**src/rtl/uart_transceiver.sv**
```systemverilog
// uart_transceiver: full-duplex UART with TX/RX FIFOs, shared 16x oversampling
// tick, optional parity, one or two TX stop bits and internal loopback.
//
// Ports:
//   clk, reset_n                 clock, asynchronous active-low reset
//   baud_div                     tick period = baud_div+1 clk; bit = 16 ticks
//   parity_en/parity_odd/two_stop frame format, latched at each frame start
//   loopback                     internal TX feeds RX; tx pin held 1
//   rx / tx                      serial input (async) / serial output
//   tx_data/tx_valid/tx_ready    TX FIFO write handshake
//   rx_data/rx_valid/rx_ready    RX FIFO read handshake (head shown combinationally)
//   rx_frame_err/rx_parity_err   per-word error flags, aligned with rx_data
//   rx_overrun/clr_overrun       sticky RX FIFO overflow flag and its clear
//   tx_level/rx_level            FIFO occupancy
//   tx_busy                      TX frame in progress

module uart_fifo #(
  parameter int WIDTH = 8,
  parameter int DEPTH = 16
) (
  input  logic                     clk,
  input  logic                     reset_n,
  input  logic                     push,
  input  logic [WIDTH-1:0]         wr_data,
  input  logic                     pop,
  output logic [WIDTH-1:0]         rd_data,
  output logic                     empty,
  output logic                     full,
  output logic [$clog2(DEPTH):0]   level
);
  localparam int AW = $clog2(DEPTH);

  logic [WIDTH-1:0] mem [DEPTH];
  logic [AW-1:0]    wptr, rptr;
  logic             push_ok, pop_ok;

  // Full/empty come from the pre-cycle level, so a push into a full FIFO is
  // dropped even when a pop happens in the same cycle.
  assign empty   = (level == '0);
  assign full    = (level == (AW+1)'(DEPTH));
  assign push_ok = push && !full;
  assign pop_ok  = pop && !empty;
  assign rd_data = mem[rptr];

  always_ff @(posedge clk) begin
    if (push_ok) mem[wptr] <= wr_data;
  end

  always_ff @(posedge clk or negedge reset_n) begin
    if (!reset_n) begin
      wptr  <= '0;
      rptr  <= '0;
      level <= '0;
    end else begin
      if (push_ok) wptr <= wptr + 1'b1;
      if (pop_ok)  rptr <= rptr + 1'b1;
      case ({push_ok, pop_ok})
        2'b10:   level <= level + 1'b1;
        2'b01:   level <= level - 1'b1;
        default: level <= level;
      endcase
    end
  end
endmodule

module uart_transceiver #(
  parameter int DATA_SIZE  = 8,
  parameter int FIFO_DEPTH = 16,
  parameter int DIV_WIDTH  = 16
) (
  input  logic                          clk,
  input  logic                          reset_n,
  input  logic [DIV_WIDTH-1:0]          baud_div,
  input  logic                          parity_en,
  input  logic                          parity_odd,
  input  logic                          two_stop,
  input  logic                          loopback,
  input  logic                          rx,
  output logic                          tx,
  input  logic [DATA_SIZE-1:0]          tx_data,
  input  logic                          tx_valid,
  output logic                          tx_ready,
  output logic [DATA_SIZE-1:0]          rx_data,
  output logic                          rx_valid,
  input  logic                          rx_ready,
  output logic                          rx_frame_err,
  output logic                          rx_parity_err,
  output logic                          rx_overrun,
  input  logic                          clr_overrun,
  output logic [$clog2(FIFO_DEPTH):0]   tx_level,
  output logic [$clog2(FIFO_DEPTH):0]   rx_level,
  output logic                          tx_busy
);
  localparam int RW = DATA_SIZE + 2;

  // ---------------- tick generator ----------------
  logic [DIV_WIDTH-1:0] div_cnt;
  logic                 tick;

  assign tick = (div_cnt == baud_div);

  always_ff @(posedge clk or negedge reset_n) begin
    if (!reset_n)  div_cnt <= '0;
    else if (tick) div_cnt <= '0;
    else           div_cnt <= div_cnt + 1'b1;
  end

  // ---------------- TX path ----------------
  typedef enum logic [2:0] {TX_IDLE, TX_START, TX_DATA, TX_PARITY, TX_STOP1, TX_STOP2} tx_state_t;

  tx_state_t            tx_state;
  logic [3:0]           tx_tcnt, tx_bcnt;
  logic [DATA_SIZE-1:0] tx_sr, tx_head;
  logic                 tx_par_en, tx_par_bit, tx_two, tx_line;
  logic                 tx_pop, tx_empty, tx_full;

  assign tx_ready = !tx_full;
  assign tx_pop   = (tx_state == TX_IDLE) && tick && !tx_empty;
  assign tx       = loopback ? 1'b1 : tx_line;

  uart_fifo #(.WIDTH(DATA_SIZE), .DEPTH(FIFO_DEPTH)) u_tx_fifo (
    .clk     (clk),
    .reset_n (reset_n),
    .push    (tx_valid),
    .wr_data (tx_data),
    .pop     (tx_pop),
    .rd_data (tx_head),
    .empty   (tx_empty),
    .full    (tx_full),
    .level   (tx_level)
  );

  always_ff @(posedge clk or negedge reset_n) begin
    if (!reset_n) begin
      tx_state   <= TX_IDLE;
      tx_tcnt    <= '0;
      tx_bcnt    <= '0;
      tx_sr      <= '0;
      tx_par_en  <= 1'b0;
      tx_par_bit <= 1'b0;
      tx_two     <= 1'b0;
      tx_line    <= 1'b1;
      tx_busy    <= 1'b0;
    end else if (tx_state == TX_IDLE) begin
      if (tx_pop) begin
        tx_sr      <= tx_head;
        tx_par_en  <= parity_en;
        tx_par_bit <= ^tx_head ^ parity_odd;
        tx_two     <= two_stop;
        tx_line    <= 1'b0;
        tx_tcnt    <= '0;
        tx_busy    <= 1'b1;
        tx_state   <= TX_START;
      end
    end else if (tick) begin
      tx_tcnt <= tx_tcnt + 4'd1;
      if (tx_tcnt == 4'd15) begin
        case (tx_state)
          TX_START: begin
            tx_state <= TX_DATA;
            tx_line  <= tx_sr[0];
            tx_bcnt  <= '0;
          end
          TX_DATA: begin
            if (tx_bcnt == 4'(DATA_SIZE-1)) begin
              tx_state <= tx_par_en ? TX_PARITY : TX_STOP1;
              tx_line  <= tx_par_en ? tx_par_bit : 1'b1;
            end else begin
              tx_bcnt <= tx_bcnt + 4'd1;
              tx_sr   <= tx_sr >> 1;
              tx_line <= tx_sr[1];
            end
          end
          TX_PARITY: begin
            tx_state <= TX_STOP1;
            tx_line  <= 1'b1;
          end
          TX_STOP1: begin
            if (tx_two) begin
              tx_state <= TX_STOP2;
            end else begin
              tx_state <= TX_IDLE;
              tx_busy  <= 1'b0;
            end
          end
          default: begin
            tx_state <= TX_IDLE;
            tx_busy  <= 1'b0;
          end
        endcase
      end
    end
  end

  // ---------------- RX path ----------------
  typedef enum logic [2:0] {RX_IDLE, RX_START, RX_DATA, RX_PARITY, RX_STOP} rx_state_t;

  rx_state_t            rx_state;
  logic [1:0]           rx_sync;
  logic                 rx_in, rx_bit;
  logic [3:0]           rx_tcnt, rx_bcnt;
  logic [DATA_SIZE-1:0] rx_sr;
  logic                 rx_par_en, rx_par_odd, rx_perr;
  logic                 rx_push, rx_pop, rx_empty, rx_full;
  logic [RW-1:0]        rx_word, rx_head;

  assign rx_in  = loopback ? tx_line : rx;
  assign rx_bit = rx_sync[1];

  always_ff @(posedge clk or negedge reset_n) begin
    if (!reset_n) rx_sync <= 2'b11;
    else          rx_sync <= {rx_sync[0], rx_in};
  end

  // The word is pushed on the same edge the stop bit is sampled.
  assign rx_push = (rx_state == RX_STOP) && tick && (rx_tcnt == 4'd15);
  assign rx_word = {~rx_bit, rx_perr, rx_sr};
  assign rx_valid = !rx_empty;
  assign rx_pop   = rx_valid && rx_ready;
  assign {rx_frame_err, rx_parity_err, rx_data} = rx_valid ? rx_head : '0;

  uart_fifo #(.WIDTH(RW), .DEPTH(FIFO_DEPTH)) u_rx_fifo (
    .clk     (clk),
    .reset_n (reset_n),
    .push    (rx_push),
    .wr_data (rx_word),
    .pop     (rx_pop),
    .rd_data (rx_head),
    .empty   (rx_empty),
    .full    (rx_full),
    .level   (rx_level)
  );

  always_ff @(posedge clk or negedge reset_n) begin
    if (!reset_n)                 rx_overrun <= 1'b0;
    else if (rx_push && rx_full)  rx_overrun <= 1'b1;
    else if (clr_overrun)         rx_overrun <= 1'b0;
  end

  always_ff @(posedge clk or negedge reset_n) begin
    if (!reset_n) begin
      rx_state   <= RX_IDLE;
      rx_tcnt    <= '0;
      rx_bcnt    <= '0;
      rx_sr      <= '0;
      rx_par_en  <= 1'b0;
      rx_par_odd <= 1'b0;
      rx_perr    <= 1'b0;
    end else if (tick) begin
      case (rx_state)
        RX_IDLE: begin
          if (!rx_bit) begin
            rx_state   <= RX_START;
            rx_tcnt    <= '0;
            rx_par_en  <= parity_en;
            rx_par_odd <= parity_odd;
            rx_perr    <= 1'b0;
          end
        end
        RX_START: begin
          rx_tcnt <= rx_tcnt + 4'd1;
          if (rx_tcnt == 4'd7) begin
            // Line back high at mid-start: a glitch, not a frame.
            rx_state <= rx_bit ? RX_IDLE : RX_DATA;
            rx_tcnt  <= '0;
            rx_bcnt  <= '0;
          end
        end
        RX_DATA: begin
          rx_tcnt <= rx_tcnt + 4'd1;
          if (rx_tcnt == 4'd15) begin
            rx_sr <= {rx_bit, rx_sr[DATA_SIZE-1:1]};
            if (rx_bcnt == 4'(DATA_SIZE-1)) rx_state <= rx_par_en ? RX_PARITY : RX_STOP;
            else                            rx_bcnt  <= rx_bcnt + 4'd1;
          end
        end
        RX_PARITY: begin
          rx_tcnt <= rx_tcnt + 4'd1;
          if (rx_tcnt == 4'd15) begin
            rx_perr  <= rx_bit ^ (^rx_sr) ^ rx_par_odd;
            rx_state <= RX_STOP;
          end
        end
        default: begin
          rx_tcnt <= rx_tcnt + 4'd1;
          if (rx_tcnt == 4'd15) rx_state <= RX_IDLE;
        end
      endcase
    end
  end
endmodule

```
**config.mk**
```make
export PLATFORM = sky130hd
export DESIGN_NAME = uart_transceiver
export DESIGN_NICKNAME = d
export VERILOG_FILES = /design/src/rtl/uart_transceiver.sv
export SDC_FILE = /design/constraint.sdc
export NUM_CORES = 1
export LEC_CHECK = 0
export CORE_ASPECT_RATIO = 1.25
export CORE_MARGIN = 2
export CORE_UTILIZATION = 30
export CTS_CLUSTER_DIAMETER = 30
export CTS_CLUSTER_SIZE = 24
export DETAILED_ROUTE_END_ITERATION = 6
export PLACE_DENSITY = 0.52
export SKIP_CTS_REPAIR_TIMING = 1
export SYNTH_ARGS = -nofsm -noshare
export SYNTH_HDL_FRONTEND = slang
export SYNTH_SLANG_ARGS = --single-unit
```
**constraint.sdc**
```tcl
create_clock -name clk -period 9.5 [get_ports clk]
set_input_delay 1.425 -clock clk [delete_from_list [all_inputs] [get_ports clk]]
set_output_delay 1.425 -clock clk [all_outputs]
set_load 0.05 [all_outputs]
```
==> results, run 1 <==
- The number of search-and-repair iterations in the first detailed-routing pass is 4.
- In this design, the critical path's most frequently occurring cell is sky130_fd_sc_hd__mux4_2.
- The via total after detailed routing is ~8.6k.
- Entering global routing, the biggest net connects 56 pins.
- The critical path contains buffers and inverters numbering 2 combined.
- The maximum operating frequency is 0.198 GHz.
- The relative slew slack is 0.318.
- The slowest cell on the critical path is sky130_fd_sc_hd__clkdlybuf4s50_1.
- The clock latency on the worst-skew pair is 590 ps.
- After synthesis, the netlist uses 52 different library cells.
- The cell at the root of the clock tree is sky130_fd_sc_hd__clkbuf_16.
- Synthesis produced roughly 960 cells.
- The startpoint type of the worst setup path is a register.
- The H-tree was split into 3 levels.
- The proportion of synthesized chip area in sequential cells is 0.680.
- The final clock period utilization by the worst path is 0.533.
- The number of failing hold endpoints at the final stage is 0.
- The slew at the pin with the worst max-slew slack is ~1000 ps.
- The vertical die dimension is approximately 260 µm.
- The Yosys step of the flow raised 0 warnings.
- The number of antenna violations at the first check in global routing is 0.
- The synthesis-to-layout area growth is 25.7%.
- In the routed design, unresolved DRC markers number 0.
- The global-route usage over all layers is 0.124.
- The total negative slack is 0 ps.
- The TritonCTS clock tree is built.
- The number of global-route vias before repair is 9,177.
- No sink is reached through more buffers than the 3 on the longest clock path.
- The endpoint required time on the critical path is 8080 ps.
- Summing all multi-input logic gate instances after layout gives roughly 0.005 mm².
- Counting I/O delays and the setup requirement, the final critical path takes 5060 ps.
- The total I/O pin count is 59.
- Of all nets on the critical path, the largest fanout is 43.
- The cell area that synthesis handed to floorplanning was 0.0161 mm².
- The clock tree skew after final layout is about 19 ps.
- The sequential cells in the finished layout cover a total of 0.0109 mm².
- For this design the static power due to leakage is roughly 7.6 nW.
- The peak per-stage delay on the critical path is between 700 and 800 ps.
- The wire-length estimate of the detail-placed layout is about 22,000 µm.
- The initial utilization of the core area, before any placement, comes to 0.305.
- The wire length of the first global-routing pass is roughly 53,000 µm.
- The final max-slew violation count is 0.
- The vias per cell is 4.77.
- The floorplan die area is 0.0555 mm².
- The flow ran to the end, and the final reports show no timing, DRC or antenna violations.
- The number of synthesized register bits is between 300 and 400.
- In the final routed layout, each cell accounts on average for about 19 µm.
- Averaged over all synthesized cells, the footprint is 16.8 µm².
- Setup repair after global routing left no endpoint under its margin.
- The area of the core region is approximately 0.053 mm².
- The maximum vdd ir drop is 0.236 mV.
- The final setup violation count is 0.
- The total routed wirelength is 33,500 µm.
- Walking the worst path, the cells encountered are buf_4 > mux4_2 > mux4_2 > nor2b_1 > clkdlybuf4s50_1.
- The count of input and output buffers is 58.
- The max capacitance violation total is 0.
- The number of sinks on the clock net is around 380.
- Yosys mapped a number of flops with a built-in enable equal to roughly 290.
- The final-layout fill cell count is just under 5k.
- Broken down by cell family, the worst path's largest delay share belongs to buffers and inverters.
- The kind of critical path is reg -> out.
- The top flip-flop cell by instance count after synthesis is sky130_fd_sc_hd__edfxtp_1.
- Once detail routing completed, the nets flagged for antenna violations numbered 0.
- The type of element capturing the critical path is an output pin.
- The clock-pin slew on the worst setup and hold paths is about 40 ps.
- In this run the horizontal extent of the chip is 211 µm.
- The kind of path behind the tightest hold check is reg -> reg.
- The total power per unit cell area is ~270 mW/mm².
- The net count of the finished layout is about 1.1k.
- The routability congestion estimate from global placement is roughly 0.74.
- The net count of the mapped netlist is around 1.0k.
- The data arrival time of the critical path is ~3600 ps.
- Buffers inserted during clock tree synthesis total 81.
- The fraction of final layout cells with drive strength greater than 1 is 0.216.
- The cell row count is 94.
- The number of antenna diodes in the final layout is 0.
- The initial detailed-routing violation count is approximately 500.
- In the synthesized netlist the async set-or-reset flop fraction comes to 0.240.
- Summing internal, switching and leakage power gives 5.40 mW.
- The overall overflow remaining after global route is 0.
-- power by group --
group	switching [mW]	leakage, nW	internal, mW
registers	0.109	4.10	1.89
clock network	0.889	1.33	1.90
logic	0.361	2.14	0.259
-- flip-flops by register name (all words and copies together) (netlist names), 4 cells and up --
| signal | count |
|---|---|
| u_rx_fifo.level | 5 |
| u_rx_fifo.mem | 160 |
| u_tx_fifo.level | 5 |
| u_rx_fifo.rptr | 4 |
| tx_tcnt | 4 |
| u_tx_fifo.mem | 128 |
| u_tx_fifo.wptr | 4 |
| u_rx_fifo.wptr | 4 |
| div_cnt | 16 |
| rx_sr | 8 |
| u_tx_fifo.rptr | 4 |
| tx_sr | 8 |
| rx_bcnt | 4 |
| rx_tcnt | 4 |
| tx_bcnt | 4 |
-- per-stage QoR --
stage               instances  utilization  instance area [µm²]  setup slack, ps  hold slack (ps)
detailed placement       1657        0.331                17500             4090              347
floorplan                 955            -                16100             5370              345
finish                   1808        0.383                20200             4440              352
CTS                      1808        0.383                20200             4310              354
global route             1808        0.383                20200             4230              356
global placement         1657        0.331                17500             4150              347
-- worst reg2reg max path, stage by stage, from the launching register on --
cell and delay, ps:
sky130_fd_sc_hd__dfrtp_1 430, sky130_fd_sc_hd__xor2_1 160, sky130_fd_sc_hd__nor4_1 430, sky130_fd_sc_hd__nand4_1 550
sky130_fd_sc_hd__nor2_1 830, sky130_fd_sc_hd__ha_1 410, sky130_fd_sc_hd__ha_1 310, sky130_fd_sc_hd__a21o_1 190
sky130_fd_sc_hd__a21oi_1 160, sky130_fd_sc_hd__xor2_1 160, sky130_fd_sc_hd__nor2_1 60, sky130_fd_sc_hd__xor2_1 140
-- per-layer routing --
| layer | global-route usage | part of all wire | vias to the layer above |
|---|---|---|---|
| met4 | 0.0493 | 0.020 | 0 |
| met5 | 0 | 0 | - |
| met1 | 0.144 | 0.41 | 4436 |
| li1 | - | - | 3971 |
| met3 | 0.0270 | 0.038 | 54 |
| met2 | 0.223 | 0.53 | 159 |
-- cells in the final DEF, fill, tap and decap left out, types with 5 or more instances in the layout --
cell                              synthesis  final
sky130_fd_sc_hd__edfxtp_1               288    288
sky130_fd_sc_hd__dfrtp_1                 88     85
sky130_fd_sc_hd__clkbuf_16                0     84
sky130_fd_sc_hd__mux4_2                  61     61
sky130_fd_sc_hd__clkdlybuf4s50_1          0     57
sky130_fd_sc_hd__nor2_1                  51     51
sky130_fd_sc_hd__nand2_1                 45     45
sky130_fd_sc_hd__o21ai_0                 39     39
sky130_fd_sc_hd__xor2_1                  36     36
sky130_fd_sc_hd__inv_1                   26     26
sky130_fd_sc_hd__xnor2_1                 25     25
sky130_fd_sc_hd__mux4_1                  25     25
sky130_fd_sc_hd__a21oi_1                 23     23
sky130_fd_sc_hd__nand3_1                 22     22
sky130_fd_sc_hd__ha_1                    22     22
sky130_fd_sc_hd__buf_4                    0     18
sky130_fd_sc_hd__mux2_2                  17     17
sky130_fd_sc_hd__nor2b_1                 16     16
sky130_fd_sc_hd__nor3_1                  19     16
sky130_fd_sc_hd__clkinv_2                 0     16
sky130_fd_sc_hd__clkinv_1                 0     12
sky130_fd_sc_hd__clkinvlp_4               0     11
sky130_fd_sc_hd__mux2i_1                 10     10
sky130_fd_sc_hd__bufinv_16                0     10
sky130_fd_sc_hd__clkbuf_1                31      9
sky130_fd_sc_hd__nor4_1                  12      8
sky130_fd_sc_hd__nand4_1                  8      8
sky130_fd_sc_hd__and2_1                   7      7
sky130_fd_sc_hd__nand2b_1                 7      7
sky130_fd_sc_hd__and3_1                   5      5
sky130_fd_sc_hd__o41ai_1                  5      5
-- logic make-up after synthesis --
kind of cell | share of synthesized area
xor+xnor | 0.0384
buf+inv | 0.0192
simple gates | 0.0652
mux | 0.145
flops | 0.680
compound gates | 0.0340
fa+ha+maj | 0.0184
-- cells in the mapped netlist (all sizes together), types with 4 or more instances --
library cell  number  area (µm²)
or3                4        25.0
nor2b             16         100
mux2              18         206
nand2b             7        43.8
edfxtp           288        8650
o41ai              5        43.8
inv               26        97.6
nor4              12        75.1
dfrtp             88        2200
nand2             45         169
and3               5        31.3
o21ai             39         195
xor2              36         315
xnor2             26         235
nor2              51         191
ha                22         275
clkbuf            31         116
mux4              86        2030
mux2i             10         100
a21o               4        30.0
buf               14        95.1
nand3             22         110
a22oi              4        30.0
nand4              8        50.1
and2               7        43.8
nor3              19        95.1
nand3b             4        30.0
a21oi             23         115
-- worst paths after layout --
path | start | endpoint | slack [ps] | depth (start not counted)
min | rx_sync[0] | rx_sync[1] | 350 | 0
max | u_rx_fifo.rptr[0] | rx_parity_err | 4440 | 5
max in group asynchronous | reset_n | u_rx_fifo.rptr[1] | 7540 | 2
min reg2reg | rx_sync[0] | rx_sync[1] | 350 | 0
max reg2reg | div_cnt[9] | u_tx_fifo.level[4] | 5530 | 11
min in group asynchronous | reset_n | div_cnt[15] | 890 | 1
-- final cells by class --
type	instances	share of cell area
clock buffer	95	0.107
multi-input combinational	505	0.242
clock inverter	56	0.0293
sequential	379	0.541
timing repair buffer	75	0.0349
inverter	26	0.00483
tap	672	0.0416
Power figures use the tool's default switching activity.
==> run 2, diff against run 1 <==
==> constraint.sdc (replaced) <==
create_clock -name clk -period 4.95 [get_ports clk]
set_input_delay 0.7425 -clock clk [delete_from_list [all_inputs] [get_ports clk]]
set_output_delay 0.7425 -clock clk [all_outputs]
set_load 0.05 [all_outputs]
==> results, run 2 (same netlist as run 1, synthesis figures left out) <==
- The max capacitance violation total is 0 (unchanged).
- The share of power burned in combinational logic is 0.107 (-0.008).
- The maximum fanout along the worst path is 22 (-49%).
- The utilization after layout was 0.385 (+0.00211).
- The number of sinks on the clock net is 379 (unchanged).
- The floorplan die area came to 0.0555 mm² (unchanged).
- The detailed-route wire length per cell is 18.6 µm (+0.40%).
- The number of failing hold endpoints at the final stage is 0 (unchanged).
- The cell row count was 94 (unchanged).
- The setup slack on the worst flop-to-flop path is 1560 ps (-3970 ps).
- For this run, the top clock speed supported by timing is about 0.23 GHz.
- The clock tree skew after final layout is 32.3 ps (+13.5 ps).
- The final max-slew violation count is 0 (unchanged).
- The routability congestion estimate from global placement is 0.738 (-0.34%).
- The vertical die dimension is 263 µm (unchanged).
- The endpoint required time on the critical path came to 4210 ps (-3870 ps).
- The cell at the root of the clock tree is sky130_fd_sc_hd__clkbuf_16.
- The fraction of final layout cells with drive strength greater than 1 is 0.224 (+0.00839).
- The smallest clock period supported by the final layout is computed as around 4300 ps.
- The total routed wirelength is 33,800 µm (+1.0%).
- The smallest setup slack after layout came to 619 ps (-3820 ps).
- The clock-pin slew on the worst setup and hold paths is 40 ps (about the same).
- The design internal power was 7.80 mW (+93%).
- The relative slew slack is 0.303 (-0.0156).
- The half-perimeter wire length after placement is 22,200 µm (+2.4%).
- The leakage component of the power was 7.65 nW (+1.0%).
- The power share of the clock group is 0.516 (about the same).
- The final setup violation count was 0 (unchanged).
- The slew at the pin with the worst max-slew slack is 1040 ps (+23.3 ps).
- The switching fraction of total power came to 0.252 (+0.000505).
- The total negative slack is 0 ps (unchanged).
- The via total after detailed routing is 8,567 (-0.61%).
- TritonCTS built the clock tree.
- The met2 track demand over resource in global routing came to 0.224 (+0.00124).
- The fraction of met1 tracks used by global routing is 0.141 (-0.00245).
- The count of input and output buffers is 58 (unchanged).
- The vias per cell is 4.71 (-1.2%).
- The number of flip-flops under the largest register name is 160 (unchanged).
- STA classifies the critical path startpoint as a register.
- The global-route usage over all layers came to 0.126 (+0.00125).
- The maximum vdd ir drop is 0.254 mV (+7.3%).
- The total I/O pin count is 59 (unchanged).
- The area of the core region was 0.0528 mm² (unchanged).
- The initial core utilization is 0.305 (unchanged).
- The maximum buffer depth of the clock tree is 3 (unchanged).
- The flow ran to the end, and the final reports show no timing, DRC or antenna violations.
- The residual antenna-violating net count after detailed routing is 0 (unchanged).
- The final-layout fill cell count is 4,853 (+0.21%).
- The total power per unit cell area was 513 mW/mm² (+92%).
- The number of antenna violations at the first check in global routing is 0 (unchanged).
- The area growth from synthesis to layout is 26.4%.
- The data arrival time of the critical path is 3590 ps (-40 ps).
- The total net switching power is 2.63 mW (+94%).
- The number of CTS-inserted buffers is 85 (+4.9%).
- The fraction of met3 tracks used by global routing is 0.0308 (+0.00382).
- In the final layout, the registers with the most flip-flops are u_rx_fifo.mem: 160 flops, u_tx_fifo.mem: 128 flops, div_cnt: 16 flops.
- The remaining design rule violation count came to 0 (unchanged).
- The critical path is of the reg -> out type.
- The initial detailed-routing violation count is 394 (-21%).
- The overall overflow remaining after global route came to 0 (unchanged).
- Setup repair after global routing left no endpoint under its margin.
- The x dimension of the die is 211 µm (unchanged).
- The depth of the CTS H-tree is 3 (unchanged).
- The worst setup slack before clock tree synthesis is 817 ps (-3270 ps).
- The number of search-and-repair iterations in the first detailed-routing pass was 4 (unchanged).
- The kind of path behind the tightest hold check is in -> async.
- The leading cell type in the layout, fill and taps excluded is sky130_fd_sc_hd__edfxtp_1.
- The register share of total power was 0.377 (+0.007).
- The largest net degree at the start of global routing is 66 (+18%).
- met2 is the most crowded layer.
- The clock latency on the worst-skew pair is 600 ps (about the same).
- The number of antenna repair diodes is 0 (unchanged).
- The wire length of the first global-routing pass is 53,200 µm (about the same).
- The number of nets in the layout is 1,135 (+0.89%).
- The number of global-route vias before repair came to 9,234 (+0.62%).
- The top cell types in the final layout, fill and taps aside, are sky130_fd_sc_hd__edfxtp_1 (288), sky130_fd_sc_hd__clkbuf_16 (85), sky130_fd_sc_hd__dfrtp_1 (85).
- The register with the most flip-flops in the final layout is u_rx_fifo.mem.
- In the finished design, the share of the clock period the worst path needs comes to 0.875.
- The type of element capturing the critical path is an output pin.
[run 2: metal layers]
layer	up-vias	routed length, µm
li1	4000	-
met1	4317	13300
met2	190	18200
met3	60	1450
met4	0	803
met5	-	0
[run 2: layout make-up]
type / count / area [µm²] / share of cell area
flip-flops and latches: 379 / 10900 / 0.538
multi-input cells: 505 / 4900 / 0.241
clock buffers: 100 / 2230 / 0.110
well taps: 672 / 841 / 0.0414
repair buffers: 81 / 763 / 0.0375
clock inverters: 56 / 566 / 0.0278
inverters: 26 / 97.6 / 0.00480
[run 2: power groups by stage]
stage               logic (mW)  registers [mW]  clock network, mW
global route              1.22            3.97               5.69
finish                    1.12            3.93               5.39
detailed placement        1.15            3.99                  0
floorplan                0.779            3.91                  0
global placement          1.14            3.99                  0
CTS                       1.15            3.94               5.51
[run 2: metrics by stage]
stage | std cells | hold slack (ps) | power, mW | cell area (µm²)
2_1_floorplan | 955 | 345 | 4.69 | 16100
3_3_place_gp | 1663 | 347 | 5.13 | 17500
3_5_place_dp | 1663 | 349 | 5.14 | 17500
4_1_cts | 1819 | 285 | 10.6 | 20300
5_1_grt | 1819 | 337 | 10.9 | 20300
6_report | 1819 | 282 | 10.4 | 20300
[run 2: path summary, 6_finish.rpt]
| check | start | endpoint | cells past startpoint |
|---|---|---|---|
| worst max-delay path | u_rx_fifo.rptr[0] | rx_data[5] | 5 |
| worst min-delay path | reset_n | u_tx_fifo.level[3] | 1 |
| worst max register to register | div_cnt[13] | u_rx_fifo.level[4] | 13 |
| worst min register to register | rx_sync[0] | rx_sync[1] | 0 |
| max in group asynchronous | reset_n | u_tx_fifo.rptr[2] | 2 |
| min in group clk | rx_sync[0] | rx_sync[1] | 0 |
[run 2: critical path: stages, from the launching register on]
cell and delay, ps:
sky130_fd_sc_hd__dfrtp_2 790, sky130_fd_sc_hd__buf_12 300, sky130_fd_sc_hd__mux4_2 540, sky130_fd_sc_hd__mux4_2 510, sky130_fd_sc_hd__nor2b_1 150, sky130_fd_sc_hd__clkdlybuf4s50_1 700
